`config.mk`:
```
export PLATFORM = sky130hd
export DESIGN_NAME = prog_loader
export DESIGN_NICKNAME = d
export VERILOG_FILES = /design/src/rtl/prog_loader.sv
export SDC_FILE = /design/constraint.sdc
export NUM_CORES = 1
export LEC_CHECK = 0
export ABC_AREA = 1
export ABC_CLOCK_PERIOD_IN_PS = 2200
export BUFFER_PORTS_ARGS = -buffer_cell sky130_fd_sc_hd__buf_2
export CORE_MARGIN = 2
export CORE_UTILIZATION = 50
export DETAILED_ROUTE_END_ITERATION = 12
export PLACE_DENSITY = 0.77
export RECOVER_POWER = 50
export SYNTH_ARGS = -nofsm -noshare
export SYNTH_HDL_FRONTEND = slang
export SYNTH_SLANG_ARGS = --single-unit
```
`constraint.sdc`:
```
create_clock -name clk -period 2.2 [get_ports clk]
set_input_delay 0.33 -clock clk [delete_from_list [all_inputs] [get_ports clk]]
set_output_delay 0.33 -clock clk [all_outputs]
set_load 0.05 [all_outputs]
```
`src/rtl/prog_loader.sv`:
```
// Byte-stream loader: length-prefixed image -> little-endian words into instruction memory,
// holding the core in reset until complete. Optional trailing checksum: PROG_LOADER_CHECKSUM_EN.
module prog_loader #(
  parameter int unsigned ADDR_W    = 10,
  parameter int unsigned MAX_WORDS = 1024
) (
  input  logic              clk,
  input  logic              rst,
  input  logic [7:0]        rx_data,
  input  logic              rx_valid,
  output logic              rx_ready,
  output logic              imem_we,
  output logic [ADDR_W-1:0] imem_addr,
  output logic [31:0]       imem_wdata,
  output logic              core_rst,
  output logic              busy,
  output logic              done,
  output logic              err
);

  localparam int unsigned CNT_W = 16;

  typedef enum logic [2:0] {
    HDR0  = 3'd0,
    HDR1  = 3'd1,
    DATA  = 3'd2,
    WRITE = 3'd3,
    DONE  = 3'd4,
    ERR   = 3'd5
`ifdef PROG_LOADER_CHECKSUM_EN
    ,
    CHK   = 3'd6
`endif
  } state_t;

  state_t           state, state_n;
  logic [CNT_W-1:0] n_words, n_words_n;
  logic [CNT_W-1:0] idx, idx_n;
  logic [1:0]       cnt, cnt_n;
  logic [31:0]      wbuf, wbuf_n;
  logic [CNT_W-1:0] hdr;
  logic             xfer;
`ifdef PROG_LOADER_CHECKSUM_EN
  logic [7:0]       sum, sum_n;
  logic [7:0]       chk;
`endif

  // State and datapath registers; outputs are registered from the next state
  always_ff @(posedge clk) begin
    if (rst) begin
      state      <= HDR0;
      n_words    <= '0;
      idx        <= '0;
      cnt        <= '0;
      wbuf       <= '0;
`ifdef PROG_LOADER_CHECKSUM_EN
      sum        <= '0;
`endif
      rx_ready   <= 1'b1;
      imem_we    <= 1'b0;
      imem_addr  <= '0;
      imem_wdata <= '0;
      core_rst   <= 1'b1;
      busy       <= 1'b0;
      done       <= 1'b0;
      err        <= 1'b0;
    end else begin
      state    <= state_n;
      n_words  <= n_words_n;
      idx      <= idx_n;
      cnt      <= cnt_n;
      wbuf     <= wbuf_n;
`ifdef PROG_LOADER_CHECKSUM_EN
      sum      <= sum_n;
      rx_ready <= (state_n == HDR0) || (state_n == HDR1) || (state_n == DATA) || (state_n == CHK);
`else
      rx_ready <= (state_n == HDR0) || (state_n == HDR1) || (state_n == DATA);
`endif
      imem_we  <= (state_n == WRITE);
      core_rst <= (state_n != DONE);
      busy     <= (state_n != HDR0) && (state_n != DONE) && (state_n != ERR);
      done     <= (state_n == DONE);
      err      <= (state_n == ERR);
      // Address/data hold their last value between strobes
      if (state_n == WRITE) begin
        imem_addr  <= ADDR_W'(idx_n);
        imem_wdata <= wbuf_n;
      end
    end
  end

  // Next-state and datapath update
  always_comb begin
    state_n   = state;
    n_words_n = n_words;
    idx_n     = idx;
    cnt_n     = cnt;
    wbuf_n    = wbuf;
    hdr       = {rx_data, n_words[7:0]};
    xfer      = rx_valid && rx_ready;
`ifdef PROG_LOADER_CHECKSUM_EN
    sum_n     = sum;
    chk       = sum + rx_data;
`endif
    case (state)
      HDR0: begin
        if (xfer) begin
          n_words_n[7:0] = rx_data;
          state_n        = HDR1;
        end
      end
      HDR1: begin
        if (xfer) begin
          n_words_n[15:8] = rx_data;
          if ((hdr == '0) || (32'(hdr) > MAX_WORDS)) begin
            state_n = ERR;
          end else begin
            state_n = DATA;
            idx_n   = '0;
            cnt_n   = '0;
`ifdef PROG_LOADER_CHECKSUM_EN
            sum_n   = '0;
`endif
          end
        end
      end
      DATA: begin
        if (xfer) begin
          wbuf_n[{cnt, 3'b000} +: 8] = rx_data;
`ifdef PROG_LOADER_CHECKSUM_EN
          sum_n = chk;
`endif
          cnt_n = cnt + 2'd1;
          if (cnt == 2'd3) begin
            state_n = WRITE;
          end
        end
      end
      WRITE: begin
        if (idx == n_words - 16'd1) begin
`ifdef PROG_LOADER_CHECKSUM_EN
          state_n = CHK;
`else
          state_n = DONE;
`endif
        end else begin
          idx_n   = idx + 16'd1;
          state_n = DATA;
        end
      end
`ifdef PROG_LOADER_CHECKSUM_EN
      CHK: begin
        if (xfer) begin
          state_n = (chk == 8'h00) ? DONE : ERR;
        end
      end
`endif
      DONE: state_n = DONE;
      ERR:  state_n = ERR;
      default: state_n = HDR0;
    endcase
  end

endmodule

```
# Yosys cells after proc, flatten, opt, wreduce, memory -nomap -nowiden
# Index checks and enable logic that the tools add are counted.
[totals]
reg_bits = 117
output_inout_bits = 48
elab_cells = 74
[op_classes]
n_addsub = 4
n_lt_le_gt_ge = 1
n_eq_ne = 18
n_shift = 2
mux = 18
reduce_logical = 16
[ops]
columns = ["cell", "n"]
rows = [
  ["32-bit two-way mux", 2],
  ["16-bit two-way mux", 3],
  ["32-bit bitwise mux", 1],
  ["16-bit case mux with 2 select lines", 1],
  ["8-bit by 7-bit variable shift with 32-bit output, first input constant", 1],
  ["8-bit by 7-bit indexed part select with 32-bit output", 1],
  ["3-bit two-way mux", 6],
  ["3-bit case mux with 6 select lines", 1],
  ["16-bit by 1-bit adder with 16-bit output, second input constant", 1],
  ["16-bit == test", 1],
  ["16-bit by 11-bit > comparator with 1-bit output, second input constant", 1],
  ["16-bit zero test", 1],
  ["16-bit by 1-bit subtractor with 16-bit output, second input constant", 1],
  ["3-bit by 2-bit == test with 1-bit output, second input constant", 4],
  ["3-bit == test, second input constant", 4],
  ["2-bit inequality test, second input constant", 4],
  ["4-bit AND reduction", 2],
  ["5-bit negator with 7-bit output", 1],
  ["3-bit by 1-bit == test with 1-bit output, second input constant", 2],
  ["3-bit zero test", 2],
  ["2-bit two-way mux", 3],
  ["3-bit inequality test, second input constant", 2],
  ["2-bit case mux with 2 select lines", 1],
  ["2-bit AND reduction", 2],
  ["6 further kinds", 11],
]

# Logic depth before layout (Yosys ltp)
[depth]
ltp_word = 8
ltp_mapped = 19
mapped_depth_nobuf = 19

# Worst setup path after synthesis
# Ideal clock, no wire load.
[synth_path]
path_kind = "register -> register"
from = "register cnt[0]"
to = "register imem_wdata[16]"
setup_time_ns = 0.059
t_arrival_ns = 2.201
setup_slack_ns = -0.060
stages_incl_launch_ff = 14
path_buffers = 1
period_less_slack_ns = 2.260
cell_sequence = "dfxtp_1 clkbuf_1 inv_1 ha_1 inv_1 nor2_1 inv_1 nor2_1 nand2_1 o21ai_0 inv_1 nand2_1 o211ai_1 inv_1"
[synth_via]
elab_chain_cells = 5
[synth_rtl]
columns = ["item", "line_no", "source"]
rows = [
  ["from (decl)", "39", "logic [1:0] cnt, cnt_n;"],
  ["from (signal assigned)", "71", "cnt <= cnt_n;"],
  ["5-bit negator with 7-bit output or 2-bit == test (tied branches)", "129, 134", ""],
  ["8-bit by 7-bit indexed part select with 32-bit output, or another cell as far along", "129", "wbuf_n[{cnt, 3'b000} +: 8] = rx_data;"],
  ["32-bit bitwise mux or 3-bit two-way mux (tied branches)", "129, 128", ""],
  ["32-bit two-way mux or 3-bit case mux with 6 select lines (tied branches)", "128, 105", ""],
  ["32-bit two-way mux or 3-bit by 2-bit == test with 1-bit output (tied branches)", "105, 85", ""],
  ["to (signal assigned)", "87", "imem_wdata <= wbuf_n;"],
  ["to (decl)", "14", "output logic [31:0] imem_wdata,"],
]
# Several ways; a longest one is shown, not always the timed one.
# A chain may end at the register's enable or synchronous reset.

# Worst setup path in the final report
[layout_path]
from = "register n_words[6]"
to = "register idx[6]"
[layout_via]
elab_chain_cells = 5
[layout_rtl]
columns = ["item", "line_no", "source"]
rows = [
  ["from (decl)", "37", "logic [CNT_W-1:0] n_words, n_words_n;"],
  ["from (signal assigned)", "69", "n_words <= n_words_n;"],
  ["branches (longest 4 deep; another with 16-bit by 1-bit subtractor with 16-bit output)", "--", ""],
  ["16-bit case mux with 2 select lines (*)", "105", "case (state)"],
  ["to (signal assigned)", "70", "idx <= idx_n;"],
  ["to (decl)", "38", "logic [CNT_W-1:0] idx, idx_n;"],
]
# Mark *: on every way between the ends. The select of a mux whose other input is x is not followed.

==> metrics.txt <==
Post-Syn Instances=869; row count=39; HP Start=rx_data[6]; number of max-slew violations in the final report=0; total standard cell area after synthesis=5990 um2; worst skew pair latency=430 ps; global-route wire length before repair=27000 um; ports placed on the boundary=59; number of antenna violations at the first check in global routing=0; die span in y=113 um; setup repair after global routing missed its margin=true; Crit Path Class=register to register; crit path max fanout=7; area inside the core boundary=11600 um2; TritonCTS clock tree=yes; reg-to-reg endpoint=idx[6]$_SDFF_PP0_; total routing resource utilization after global routing=26.2%; arrival time of the worst setup path=2480 ps; antenna fix cells=0; met3 track demand over resource=6.22%; top area cells in the synthesized netlist=sky130_fd_sc_hd__dfxtp_1 39%, sky130_fd_sc_hd__nand2_1 13%, sky130_fd_sc_hd__inv_1 8.0%; via density per instance=5.33; CTS root buf=sky130_fd_sc_hd__clkbuf_16; final worst path period share=96.7%; maximum number of buffers from clock root to sink=2; element type at the critical path end=register; Total Power=0.00625 W; standby leakage power=3.21 nW; status=complete, no violations; count of clock tree sinks=117; area of the die=12900 um2; cell taking the most area after synthesis=sky130_fd_sc_hd__dfxtp_1; Tightest Hold Check Type=primary input to register; EDFF count, synth=0; commonest cells in the synthesized netlist=206 x sky130_fd_sc_hd__nand2_1, 127 x sky130_fd_sc_hd__inv_1, 117 x sky130_fd_sc_hd__dfxtp_1; flip-flop and latch count after synthesis=117; buffers added on ports=58; final weighted congestion in routability-driven placement=0.956; Worst R2R Path Depth=13; post-synth top area share=39.1%; Cells after DPL=1065; Critical Path Source Type=register; post-DR wirelength/cell=14.7 um; number of warnings issued by yosys=0; initial core utilization=51.8%; layer with the highest usage=met2; post-detailed-route count of antenna-violating nets=0; placed wire-length estimate=11300 um; launching point of the worst reg2reg path=n_words[6]$_SDFFE_PP0P_; max frequency=470 MHz; routed wire length=16300 um; first-iteration detailed-routing DRC count=493; post-layout minimum cycle time=2130 ps; Clock Skew=15.5 ps; CTS clk-pin slew, worst paths=60 ps; vias in the first global route=5794; Worst Max-Slew Pin Slew=658 ps; total global routing overflow=0; filler-free cell count of the finished design=1107; primary flip-flop cell chosen by synthesis mapping=sky130_fd_sc_hd__dfxtp_1; H-tree level count=4; worst hold path endpoint=n_words[6]$_SDFFE_PP0P_; net total in the final layout=970; number of distinct library cell variants in the gate-level netlist after synthesis=39; Worst Path Required=2550 ps; portion of the post-synthesis area used by sequential elements=39.1%; ratio of cells with drive above 1 in the final layout=17.8%; number of hold violations in the final report=0; total via count in the routed design=5904; max-cap viol count=0; count of endpoints failing setup in the final report=0; post-synth net total=888; Cells on Worst Hold Path=3; peak ir drop on the vdd network=0.560 mV; number of buffers inserted by hold repair at cts=0; share of synthesized flip-flops with an asynchronous set or reset=0%; met1 layer usage reported by global route=31.4%; mean instance size in the synthesized netlist=6.89 um2; CTS buffer count=17; worst reg2reg setup slack=70 ps; total iterations of the first detailed-routing run=5; pin count of the biggest net entering global routing=58; Layout Utilization=63.9%; total power per unit cell area=846 nW/um2; dominant cell by count in the synthesized netlist=sky130_fd_sc_hd__nand2_1; synthesis-to-finish area growth=23.5%; met2 Use GR=43.6%; Relative slew margins=56.3%; Remaining DRCs=0; die outline width=113 um
[stage by stage]
stage          instance area [um2]  setup TNS, ps  hold WS [ps]  setup slack, ps
2_1_floorplan                 5990           -161           413            -25.1
3_3_place_gp                  6540              0           455             26.7
3_5_place_dp                  6540          -1.87           464            -1.87
4_1_cts                       7220              0           244             16.7
5_1_grt                       7390          -2300           269             -146
6_report                      7390              0           265             72.3
[state kept, by name (all words and copies together), names as in the netlist, 2 cells and up]
signal,cells
cnt,2
idx,16
wbuf,32
imem_addr,10
imem_wdata,32
state,3
n_words,16
[what timing repair did]
| action | CTS | global route |
|---|---|---|
| buffers inserted | 5 | 5 |
| endpoints found under the setup margin | 12 | 53 |
| pin swaps | 11 | 32 |
| gates resized for setup | 10 | 53 |
[worst max-delay path, cell delays in order, from the launching register on]
cell and delay, ps:
sky130_fd_sc_hd__dfxtp_1 360, sky130_fd_sc_hd__inv_1 140, sky130_fd_sc_hd__nand2_1 130, sky130_fd_sc_hd__nor2_2 250, sky130_fd_sc_hd__nand3_1 110, sky130_fd_sc_hd__nand3_1 90
sky130_fd_sc_hd__nand2_1 90, sky130_fd_sc_hd__nor2_2 160, sky130_fd_sc_hd__nand3_2 130, sky130_fd_sc_hd__nor2_4 210, sky130_fd_sc_hd__nor2_1 60, sky130_fd_sc_hd__a21oi_1 120
sky130_fd_sc_hd__nand2_1 90, sky130_fd_sc_hd__a21oi_2 120
[kinds of logic after synthesis]
logic type / share of synthesized area (%)
adder cells (fa/ha/maj): 1.67
XOR/XNOR: 2.93
buffers and inverters: 11.1
flip-flops: 39.1
AND/OR/NAND/NOR: 29.8
AO/OA/AOI/OAI: 15.4
[final cells by class]
class | count | area [um2]
fill | 990 | 4170
timing repair buffer | 97 | 544
clock inverter | 15 | 191
sequential | 117 | 2350
multi-input combinational | 581 | 3190
inverter | 137 | 514
clock buffer | 17 | 425
tap | 143 | 179
[worst max path at each step]
stage | startpoint | end
after floorplan | cnt[0]$_SDFFE_PP0P_ | imem_wdata[16]$_SDFFE_PP0P_
after global placement | n_words[0]$_SDFFE_PP0P_ | core_rst$_SDFF_PP1_
after detailed placement | n_words[1]$_SDFFE_PP0P_ | imem_addr[9]$_SDFFE_PP0P_
after CTS | n_words[1]$_SDFFE_PP0P_ | core_rst$_SDFF_PP1_
after global routing | n_words[6]$_SDFFE_PP0P_ | imem_addr[3]$_SDFFE_PP0P_
final | n_words[6]$_SDFFE_PP0P_ | idx[6]$_SDFF_PP0_
[power breakdown]
group | internal [W] | switching (W)
combinational | 0.000372 | 0.000742
clock | 0.00181 | 0.00111
sequential | 0.00217 | 0.0000507
total | 0.00435 | 0.00190
[cell usage in the layout (no fill, tap or decap), types with 5 or more instances in the layout]
master | synthesis | layout
sky130_fd_sc_hd__nor3_1 | 7 | 6
sky130_fd_sc_hd__nand4_1 | 7 | 7
sky130_fd_sc_hd__a21oi_1 | 33 | 29
sky130_fd_sc_hd__clkbuf_1 | 23 | 48
sky130_fd_sc_hd__nor2_1 | 101 | 91
sky130_fd_sc_hd__nor2_2 | 10 | 15
sky130_fd_sc_hd__xor2_1 | 12 | 11
sky130_fd_sc_hd__inv_1 | 127 | 124
sky130_fd_sc_hd__buf_4 | 0 | 34
sky130_fd_sc_hd__o21ai_0 | 55 | 52
sky130_fd_sc_hd__nor2_4 | 5 | 10
sky130_fd_sc_hd__o41ai_1 | 16 | 16
sky130_fd_sc_hd__ha_1 | 8 | 6
sky130_fd_sc_hd__nand3_2 | 3 | 13
sky130_fd_sc_hd__nand2_1 | 206 | 194
sky130_fd_sc_hd__dfxtp_1 | 117 | 113
sky130_fd_sc_hd__o211ai_1 | 34 | 34
sky130_fd_sc_hd__clkbuf_16 | 0 | 17
sky130_fd_sc_hd__a21oi_2 | 1 | 5
sky130_fd_sc_hd__nand3_1 | 47 | 37
sky130_fd_sc_hd__inv_2 | 10 | 13
sky130_fd_sc_hd__buf_2 | 10 | 10
sky130_fd_sc_hd__nand2_4 | 2 | 5
sky130_fd_sc_hd__xnor2_1 | 8 | 7
sky130_fd_sc_hd__nand2_2 | 4 | 13
[per-layer routing]
layer,vias to the layer above,wire length [um]
met5,-,0
met3,51,987
met2,209,7790
met4,0,642
met1,2694,6900
li1,2950,-
Power figures use the tool's default switching activity.
